--- src/rtl/alu_muldiv_pkg.sv ---
// Shared definitions for the iterative multiply/divide unit.
//   op_e        : RV32M operation codes (MUL=0 ... REMU=7)
//   state_e     : controller states IDLE, BUSY, FIXUP, DONE
//   step_mode_e : selects multiply or divide iteration in muldiv_step
// Optional build macro used by alu_muldiv: MULDIV_EARLY_OUT_EN.
package alu_muldiv_pkg;

  typedef enum logic [2:0] {
    OP_MUL    = 3'd0,
    OP_MULH   = 3'd1,
    OP_MULHSU = 3'd2,
    OP_MULHU  = 3'd3,
    OP_DIV    = 3'd4,
    OP_DIVU   = 3'd5,
    OP_REM    = 3'd6,
    OP_REMU   = 3'd7
  } op_e;

  typedef enum logic [1:0] {
    IDLE,
    BUSY,
    FIXUP,
    DONE
  } state_e;

  typedef enum logic {
    STEP_MUL,
    STEP_DIV
  } step_mode_e;

  function automatic logic is_div(input op_e o);
    return o inside {OP_DIV, OP_DIVU, OP_REM, OP_REMU};
  endfunction

  // rs1 is treated as signed for MULH, MULHSU, DIV, REM.
  function automatic logic rs1_signed(input op_e o);
    return o inside {OP_MULH, OP_MULHSU, OP_DIV, OP_REM};
  endfunction

  // rs2 is treated as signed for MULH, DIV, REM (not MULHSU).
  function automatic logic rs2_signed(input op_e o);
    return o inside {OP_MULH, OP_DIV, OP_REM};
  endfunction

endpackage

--- src/rtl/muldiv_step.sv ---
// One iteration of the shift-add multiplier or restoring divider.
// Purely combinational.
//   mode     : STEP_MUL or STEP_DIV
//   acc      : product high half (mul) / partial remainder (div)
//   opnd     : multiplicand magnitude (mul) / divisor magnitude (div)
//   quo      : multiplier / product low half (mul), dividend / quotient (div)
//   acc_next, quo_next : register values for the next iteration
module muldiv_step
  import alu_muldiv_pkg::*;
#(
  parameter int WIDTH = 32
) (
  input  step_mode_e       mode,
  input  logic [WIDTH-1:0] acc,
  input  logic [WIDTH-1:0] opnd,
  input  logic [WIDTH-1:0] quo,
  output logic [WIDTH-1:0] acc_next,
  output logic [WIDTH-1:0] quo_next
);

  logic [WIDTH:0] sum;
  logic [WIDTH:0] shifted;
  logic [WIDTH:0] diff;

  always_comb begin
    sum      = '0;
    shifted  = '0;
    diff     = '0;
    acc_next = acc;
    quo_next = quo;
    if (mode == STEP_DIV) begin
      // Remainder stays below the divisor, so WIDTH+1 bits hold the
      // difference and its top bit is the borrow.
      shifted = {acc, quo[WIDTH-1]};
      diff    = shifted - {1'b0, opnd};
      if (diff[WIDTH]) begin
        acc_next = shifted[WIDTH-1:0];
        quo_next = {quo[WIDTH-2:0], 1'b0};
      end else begin
        acc_next = diff[WIDTH-1:0];
        quo_next = {quo[WIDTH-2:0], 1'b1};
      end
    end else begin
      // {acc, quo} is the product register; the carry re-enters at the top.
      sum      = {1'b0, acc} + ({1'b0, opnd} & {(WIDTH+1){quo[0]}});
      acc_next = sum[WIDTH:1];
      quo_next = {sum[0], quo[WIDTH-1:1]};
    end
  end

endmodule

--- src/rtl/alu_muldiv.sv ---
// Multi-cycle RV32M multiply/divide unit with valid/ready handshake.
//   clk, rst (sync, active high), flush (sync kill of in-flight op)
//   in_valid / in_ready : request handshake, in_ready high only in IDLE
//   op [2:0], in1, in2  : operation and rs1/rs2 operands
//   out_valid / out_ready, out : result handshake and registered result
// Optional macro MULDIV_EARLY_OUT_EN: divide-by-zero, signed overflow and
// multiply-by-zero results are produced at the accepting edge.
module alu_muldiv
  import alu_muldiv_pkg::*;
#(
  parameter int WIDTH = 32
) (
  input  logic             clk,
  input  logic             rst,
  input  logic             in_valid,
  output logic             in_ready,
  input  logic [2:0]       op,
  input  logic [WIDTH-1:0] in1,
  input  logic [WIDTH-1:0] in2,
  input  logic             flush,
  output logic             out_valid,
  input  logic             out_ready,
  output logic [WIDTH-1:0] out
);

  localparam int CNT_W = $clog2(WIDTH) + 1;
  localparam logic [CNT_W-1:0] LAST = CNT_W'(WIDTH - 1);

  state_e           state, state_n;
  op_e              op_in, op_q;
  step_mode_e       mode;
  logic             sign1, sign2, div_zero;
  logic             s1_in, s2_in;
  logic             accept, early;
  logic [CNT_W-1:0] cnt;
  logic [WIDTH-1:0] acc, opnd, quo, acc_next, quo_next;
  logic [WIDTH-1:0] mag1, mag2;
  logic [2*WIDTH-1:0] prod, prod_fix;
  logic [WIDTH-1:0] quo_fix, rem_fix, result;

  always_comb begin
    op_in = op_e'(op);
    s1_in = rs1_signed(op_in) && in1[WIDTH-1];
    s2_in = rs2_signed(op_in) && in2[WIDTH-1];
    mag1  = s1_in ? -in1 : in1;
    mag2  = s2_in ? -in2 : in2;
  end

`ifdef MULDIV_EARLY_OUT_EN
  localparam logic [WIDTH-1:0] MOST_NEG = {1'b1, {(WIDTH-1){1'b0}}};
  logic [WIDTH-1:0] early_res;
  logic             ovf_in;

  always_comb begin
    early     = 1'b0;
    early_res = '0;
    ovf_in    = (op_in inside {OP_DIV, OP_REM}) && (in1 == MOST_NEG) && (in2 == '1);
    if (is_div(op_in)) begin
      if (in2 == '0) begin
        early     = 1'b1;
        early_res = (op_in inside {OP_DIV, OP_DIVU}) ? '1 : in1;
      end else if (ovf_in) begin
        early     = 1'b1;
        early_res = (op_in == OP_DIV) ? in1 : '0;
      end
    end else if (in1 == '0 || in2 == '0) begin
      early = 1'b1;
    end
  end
`else
  assign early = 1'b0;
`endif

  always_comb begin
    mode = is_div(op_q) ? STEP_DIV : STEP_MUL;
  end

  muldiv_step #(.WIDTH(WIDTH)) u_step (
    .mode     (mode),
    .acc      (acc),
    .opnd     (opnd),
    .quo      (quo),
    .acc_next (acc_next),
    .quo_next (quo_next)
  );

  // Division by zero keeps the all-ones quotient magnitude unnegated so a
  // negative dividend still yields -1; the remainder magnitude is the
  // dividend and regains its sign like any other remainder.
  always_comb begin
    prod     = {acc, quo};
    prod_fix = (sign1 ^ sign2) ? -prod : prod;
    quo_fix  = ((sign1 ^ sign2) && !div_zero) ? -quo : quo;
    rem_fix  = sign1 ? -acc : acc;
    case (op_q)
      OP_MUL:                       result = prod_fix[WIDTH-1:0];
      OP_MULH, OP_MULHSU, OP_MULHU: result = prod_fix[2*WIDTH-1:WIDTH];
      OP_DIV, OP_DIVU:              result = quo_fix;
      OP_REM, OP_REMU:              result = rem_fix;
      default:                      result = '0;
    endcase
  end

  always_ff @(posedge clk) begin
    if (rst) state <= IDLE;
    else     state <= state_n;
  end

  always_comb begin
    state_n   = state;
    in_ready  = 1'b0;
    out_valid = 1'b0;
    accept    = 1'b0;
    case (state)
      IDLE: begin
        in_ready = 1'b1;
        if (in_valid && !flush) begin
          accept  = 1'b1;
          state_n = early ? DONE : BUSY;
        end
      end
      BUSY:  if (cnt == LAST) state_n = FIXUP;
      FIXUP: state_n = DONE;
      DONE: begin
        out_valid = 1'b1;
        if (out_ready) state_n = IDLE;
      end
      default: state_n = IDLE;
    endcase
    if (flush) state_n = IDLE;
  end

  always_ff @(posedge clk) begin
    if (rst) begin
      op_q     <= OP_MUL;
      sign1    <= 1'b0;
      sign2    <= 1'b0;
      div_zero <= 1'b0;
      acc      <= '0;
      opnd     <= '0;
      quo      <= '0;
      cnt      <= '0;
      out      <= '0;
    end else if (!flush) begin
      case (state)
        IDLE: begin
          if (accept) begin
            op_q     <= op_in;
            sign1    <= s1_in;
            sign2    <= s2_in;
            div_zero <= (in2 == '0);
            acc      <= '0;
            cnt      <= '0;
            if (is_div(op_in)) begin
              opnd <= mag2;
              quo  <= mag1;
            end else begin
              opnd <= mag1;
              quo  <= mag2;
            end
`ifdef MULDIV_EARLY_OUT_EN
            if (early) out <= early_res;
`endif
          end
        end
        BUSY: begin
          acc <= acc_next;
          quo <= quo_next;
          cnt <= cnt + 1'b1;
        end
        FIXUP:   out <= result;
        default: ;
      endcase
    end
  end

endmodule

--- config.mk ---
export PLATFORM = sky130hd
export DESIGN_NAME = alu_muldiv
export DESIGN_NICKNAME = d
export VERILOG_FILES = /design/src/rtl/alu_muldiv_pkg.sv /design/src/rtl/muldiv_step.sv /design/src/rtl/alu_muldiv.sv
export SDC_FILE = /design/constraint.sdc
export NUM_CORES = 1
export LEC_CHECK = 0
export BUFFER_PORTS_ARGS = -buffer_cell sky130_fd_sc_hd__buf_2
export CAP_MARGIN = 10
export CELL_PAD_IN_SITES_DETAIL_PLACEMENT = 2
export CELL_PAD_IN_SITES_GLOBAL_PLACEMENT = 2
export CORE_ASPECT_RATIO = 2
export CORE_UTILIZATION = 36
export CTS_CLUSTER_DIAMETER = 60
export DETAILED_ROUTE_END_ITERATION = 12
export HOLD_SLACK_MARGIN = 0.03
export PLACE_DENSITY = 0.87
export SYNTH_ARGS = -nofsm -noshare
export SYNTH_HDL_FRONTEND = slang
export SYNTH_SLANG_ARGS = --single-unit
--- constraint.sdc ---
create_clock -name clk -period 4.2 [get_ports clk]
set_clock_uncertainty 0.15 [all_clocks]
set_input_delay 0.42 -clock clk [delete_from_list [all_inputs] [get_ports clk]]
set_output_delay 0.42 -clock clk [all_outputs]
set_load 0.01 [all_outputs]
# Yosys cells after proc, flatten, opt, wreduce, memory -nomap -nowiden

Index checks and enable logic that the tools add are counted.

$add $sub $neg: 8
Equality and inequality tests: 21
Mux-type cells: 27
Bitwise logic cells: 3
Reductions and logical operators: 22

Operator list:

| cell                | number |
|---|---|
| $mux 32             | 11 |
| $neg 32->32         | 4 |
| $pmux 32 s2         | 2 |
| $pmux 32 s4         | 1 |
| $mux 64             | 1 |
| $neg 64->64         | 1 |
| $add 32x33->33      | 1 |
| $and 32x33->33      | 1 |
| $sub 33x32->33      | 1 |
| $logic_not 32->1    | 1 |
| $eq 3x3->1 const B  | 8 |
| $pmux 6 s2          | 1 |
| $reduce_bool 4->1   | 3 |
| $eq 3x2->1 const B  | 3 |
| $reduce_and 3->1    | 3 |
| $ne 2x2->1 const B  | 4 |
| $pmux 2 s4          | 1 |
| $add 6x1->6 const B | 1 |
| $eq 3x1->1 const B  | 2 |
| $eq 6x5->1 const B  | 1 |
| $mux 1              | 6 |
| $mux 2              | 3 |
| $mux 6              | 1 |
| $reduce_or 2->1     | 3 |
| 12 further kinds    | 17 |

Flip-flop bits (word level): 142
Output and inout bits: 34
Logic and storage cells: 91

# Longest topological paths before layout

Depth in word-level cells: 7
Depth in mapped cells: 14
Depth with buffers taken out: 13

# Hierarchy

A second synthesis with hierarchy kept.

Cell total of the unflattened synthesis: 2129
Area total of the unflattened synthesis: 15219.6 µm²

Modules (own cells, without submodules):

| module      | times used | cells an instance | area each (µm²) | sequential area each (µm²) |
|---|---|---|---|---|
| alu_muldiv  | 1          | 1462              | 10448.8         | 2842.7 |
| muldiv_step | 1          | 667               | 4770.8          | 0.0 |

# Worst setup path before layout

No wires, ideal clock.

Path kind: reg-to-reg
From: register acc[0]
To: register acc[28]
Arrival: 3.413 ns
Path slack: 0.508 ns
Stages on the path, launching flop included: 14
Clock period less this slack: 3.692 ns
Cells stage by stage: dfxtp_1 clkbuf_1 inv_1 fa_1 nand2b_1 a21o_1 a211o_1 a211oi_1 nor3_1 o31ai_1 clkbuf_1 nor3_1 a211oi_1 nand3_1

Cells in the longest elaborated chain, start to end: 4

Ends and longest elaborated chain:

| what                     | line              | text |
|---|---|---|
| start: declaration       | alu_muldiv.sv:36  | `logic [WIDTH-1:0] acc, opnd, quo, acc_next, quo_next;` |
| start signal: assignment | alu_muldiv.sv:167 | `acc <= acc_next;` |
| $sub 33x32->33           | muldiv_step.sv:35 | `diff = shifted - {1'b0, opnd};` |
| $mux 32                  | muldiv_step.sv:36 | `if (diff[WIDTH]) begin` |
| $mux 32 (*)              | muldiv_step.sv:31 | `if (mode == STEP_DIV) begin` |
| $pmux 32 s2 (*)          | alu_muldiv.sv:145 | `case (state)` |

Mark *: on every way between the ends. The rest lies on a longest branch, timed or not.
A chain may end at the register's enable or synchronous reset.

# Worst setup path in the final report

From: register quo[31]
To: register acc[11]

Cells in the longest elaborated chain, start to end: 4

Ends and longest elaborated chain:

| what                     | line              | text |
|---|---|---|
| start: declaration       | alu_muldiv.sv:36  |  |
| start signal: assignment | alu_muldiv.sv:156 | `quo <= mag1;` |
| start signal: assignment | alu_muldiv.sv:159 | `quo <= mag2;` |
| start signal: assignment | alu_muldiv.sv:168 | `quo <= quo_next;` |
| $sub 33x32->33           | muldiv_step.sv:35 |  |
| $mux 32                  | muldiv_step.sv:36 |  |
| $mux 32                  | muldiv_step.sv:31 |  |
| $pmux 32 s2              | alu_muldiv.sv:145 |  |

Every way passes these cells.

==> results.cfg <==
[cells_and_area]
seq_area_um2 = 2850
multiInputGateArea_um2 = 11400
area_growth_pct = 13.3
layout_commonest_cell = nor2_1
drive_gt1_share_pct = 13.0
nNetsFinal = 2349
layout_common_cells = nor2_1, nand2_1, a21oi_1, dfxtp_1, xnor2_1
n_fill_cell = 4752

[min_path]
hold_class = input port to flop

[timing]
setup_tns_ns = 0
fmax_mhz = 242
finalCriticalPeriod_ns = 4.13
hold_slack_ns = 0.0673
finalMaxSlewViolations = 0
worst_pin_slew_ns = 1.32
post-route-period-util_pct = 98.3
rsz0062_at_grt = no
finalSetupViolCount = 0
relSlewSlack_pct = 11.2
finalHoldViolCount = 0

[setup_path]
arrival_ns = 4.33
worstPathRequired_ns = 4.40
critPathKind = flop to flop
end_kind = flop
crit_path_max_fanout = 8
start_kind = flop

[synthesis]
syn-cell-area_um2 = 15100
syn_inst = 2150
ys_seq_area_share_pct = 18.8
ys_ff_latch = 142
syn-num-nets = 2297
synth_edf_count = 0
synth_cell_types = 79
ys.flop_type = dfxtp_1
avgSynthCellArea_um2 = 7.02
ys_async_sr_fraction_pct = 0
ys_warn_count = 0

[clock_tree]
clk_pin_slew_ns = 0.08
cts-root-buf = clkbuf_16
clk_latency_ns = 0.49
cts_tree = yes
cts.sinks = 142
holdBufCountCts = 0
cts_buffers = 17
htreeDepth = 4
cts_buffer_depth = 2

[floorplanning]
rows = 105
fp.dieW_um = 147
io_pins = 106
dieHeight_um = 292
core_um2 = 41100
die-area_um2 = 42800
initial_core_util_pct = 36.7

[place]
portBuffers = 105
hpwlAfterDp_um = 63400
place.gp.congestion = 0.982

[grt]
overflow = 0
grt_max_degree = 88
first_global_vias = 20447
antenna_found_initial = 3
gr-usage-all-layers_pct = 41.4
grt_first_pass_wirelength_um = 131000

[power]
pwr_density_cell_nw_per_um2 = 288
vdd_drop_max_mv = 0.337
leakagePower_nw = 6.98

[status]
outcome = completed

[detailed_routing]
wirelength_um = 88000
dr.pass1.iters = 5
wire_per_inst_um = 31.9
ant_nets = 0
drt-initial-drc-count = 1264
vias = 18507
via_per_inst = 6.72
route.detailed.drc = 0

[run]
maxCapViolCount = 0
## state kept, by name, summed over array words and instances, names as in the netlist
| signal | cells |
|---|---|
| quo | 32 |
| div_zero | 1 |
| sign2 | 1 |
| opnd | 32 |
| out | 32 |
| cnt | 6 |
| state | 2 |
| acc | 32 |
| sign1 | 1 |
| op_q | 3 |
## Yosys cell counts (19+ instances only)
library cell,number,area [um2]
a211oi_1,51,383
a21oi_1,175,876
nor3_1,68,340
xor2_1,107,937
nand2b_1,24,150
nand3_1,33,165
o31ai_1,21,158
o211ai_1,41,308
o21ai_0,112,561
a21o_1,35,263
a22oi_1,19,143
clkbuf_1,148,556
inv_1,69,259
nor4_1,26,163
o21a_1,19,143
a31oi_1,24,150
nand2_1,224,841
mux2i_1,50,500
xnor2_1,116,1020
or3_1,22,138
ha_1,73,913
dfxtp_1,142,2840
nor2_1,271,1020
## where the power goes
part | total (W) | leakage, nW | internal [W] | switching, W
Combinational | 0.00161 | 5.51 | 0.000520 | 0.00109
Sequential | 0.00151 | 1.16 | 0.00140 | 0.000106
Clock | 0.00180 | 0.311 | 0.00103 | 0.000777
Total | 0.00492 | 6.98 | 0.00294 | 0.00197
## routing by layer
layer,vias to the layer above,part of all wire (%),global-route usage (%)
met3,498,6.4,9.22
met4,2,12,40.7
met1,9170,33,39.2
li1,7803,-,-
met5,-,0.011,0
met2,1034,49,72.2
## kinds of logic (layout without fill, tap and decap cells)
kind of cell    Yosys count  count (layout)  share of synthesized area, %
other cells               0               6                             0
buf+inv                 240             305                          6.22
fa+ha+maj                75              75                          6.32
simple gates            787             787                          24.5
flops                   142             142                          18.8
mux                      61              61                          4.14
compound gates          622             622                          27.1
xor+xnor                223             223                          12.9
## final timing paths
| check | startpoint | to | slack (ns) | cells past startpoint |
|---|---|---|---|---|
| worst max-delay path | quo[31] | acc[11] | 0.07 | 13 |
| worst min-delay path | flush | state[1] | 0.07 | 2 |
| worst max register to register | quo[31] | acc[11] | 0.07 | 13 |
| worst min register to register | opnd[3] | opnd[3] | 0.31 | 2 |
## worst max-delay path, stage by stage, from the launching register on
cell and delay, ns:
dfxtp_1 0.49, inv_1 0.17, ha_1 0.25, fa_1 0.40, nand2b_1 0.22, a21o_1 0.22, a211o_1 0.33, a211oi_2 0.25
nor3_1 0.15, buf_4 0.18, o31a_1 0.40, nand2_1 0.36, o211ai_1 0.16, a22o_1 0.24
## through the flow
stage               utilization (%)  std cells  power, W  setup WS, ns  area (um2)
floorplan                         -       2150   0.00240         0.508       15100
global placement               39.9       2716   0.00292         0.232       16400
detailed placement             39.9       2716   0.00300        0.0103       16400
CTS                            41.5       2750   0.00482         0.131       17100
global route                   41.6       2751   0.00502        0.0224       17100
finish                         41.6       2756   0.00492        0.0713       17100
## timing repair
item                       in CTS  in global routing
pin swaps                       1                  0
setup endpoints to repair      11                  8
resized for setup               0                  4
buffers inserted                2                  0
## area by class of cell
cell class	count	share of cell area [%]
inverter	69	1.51
sequential	142	16.6
tap	535	3.91
timing repair buffer	204	7.58
clock buffer	19	2.59
multi-input combinational	1768	66.5
antenna	6	0.0878
clock inverter	13	1.17
Note: power is estimated with default switching activity, not from simulation.
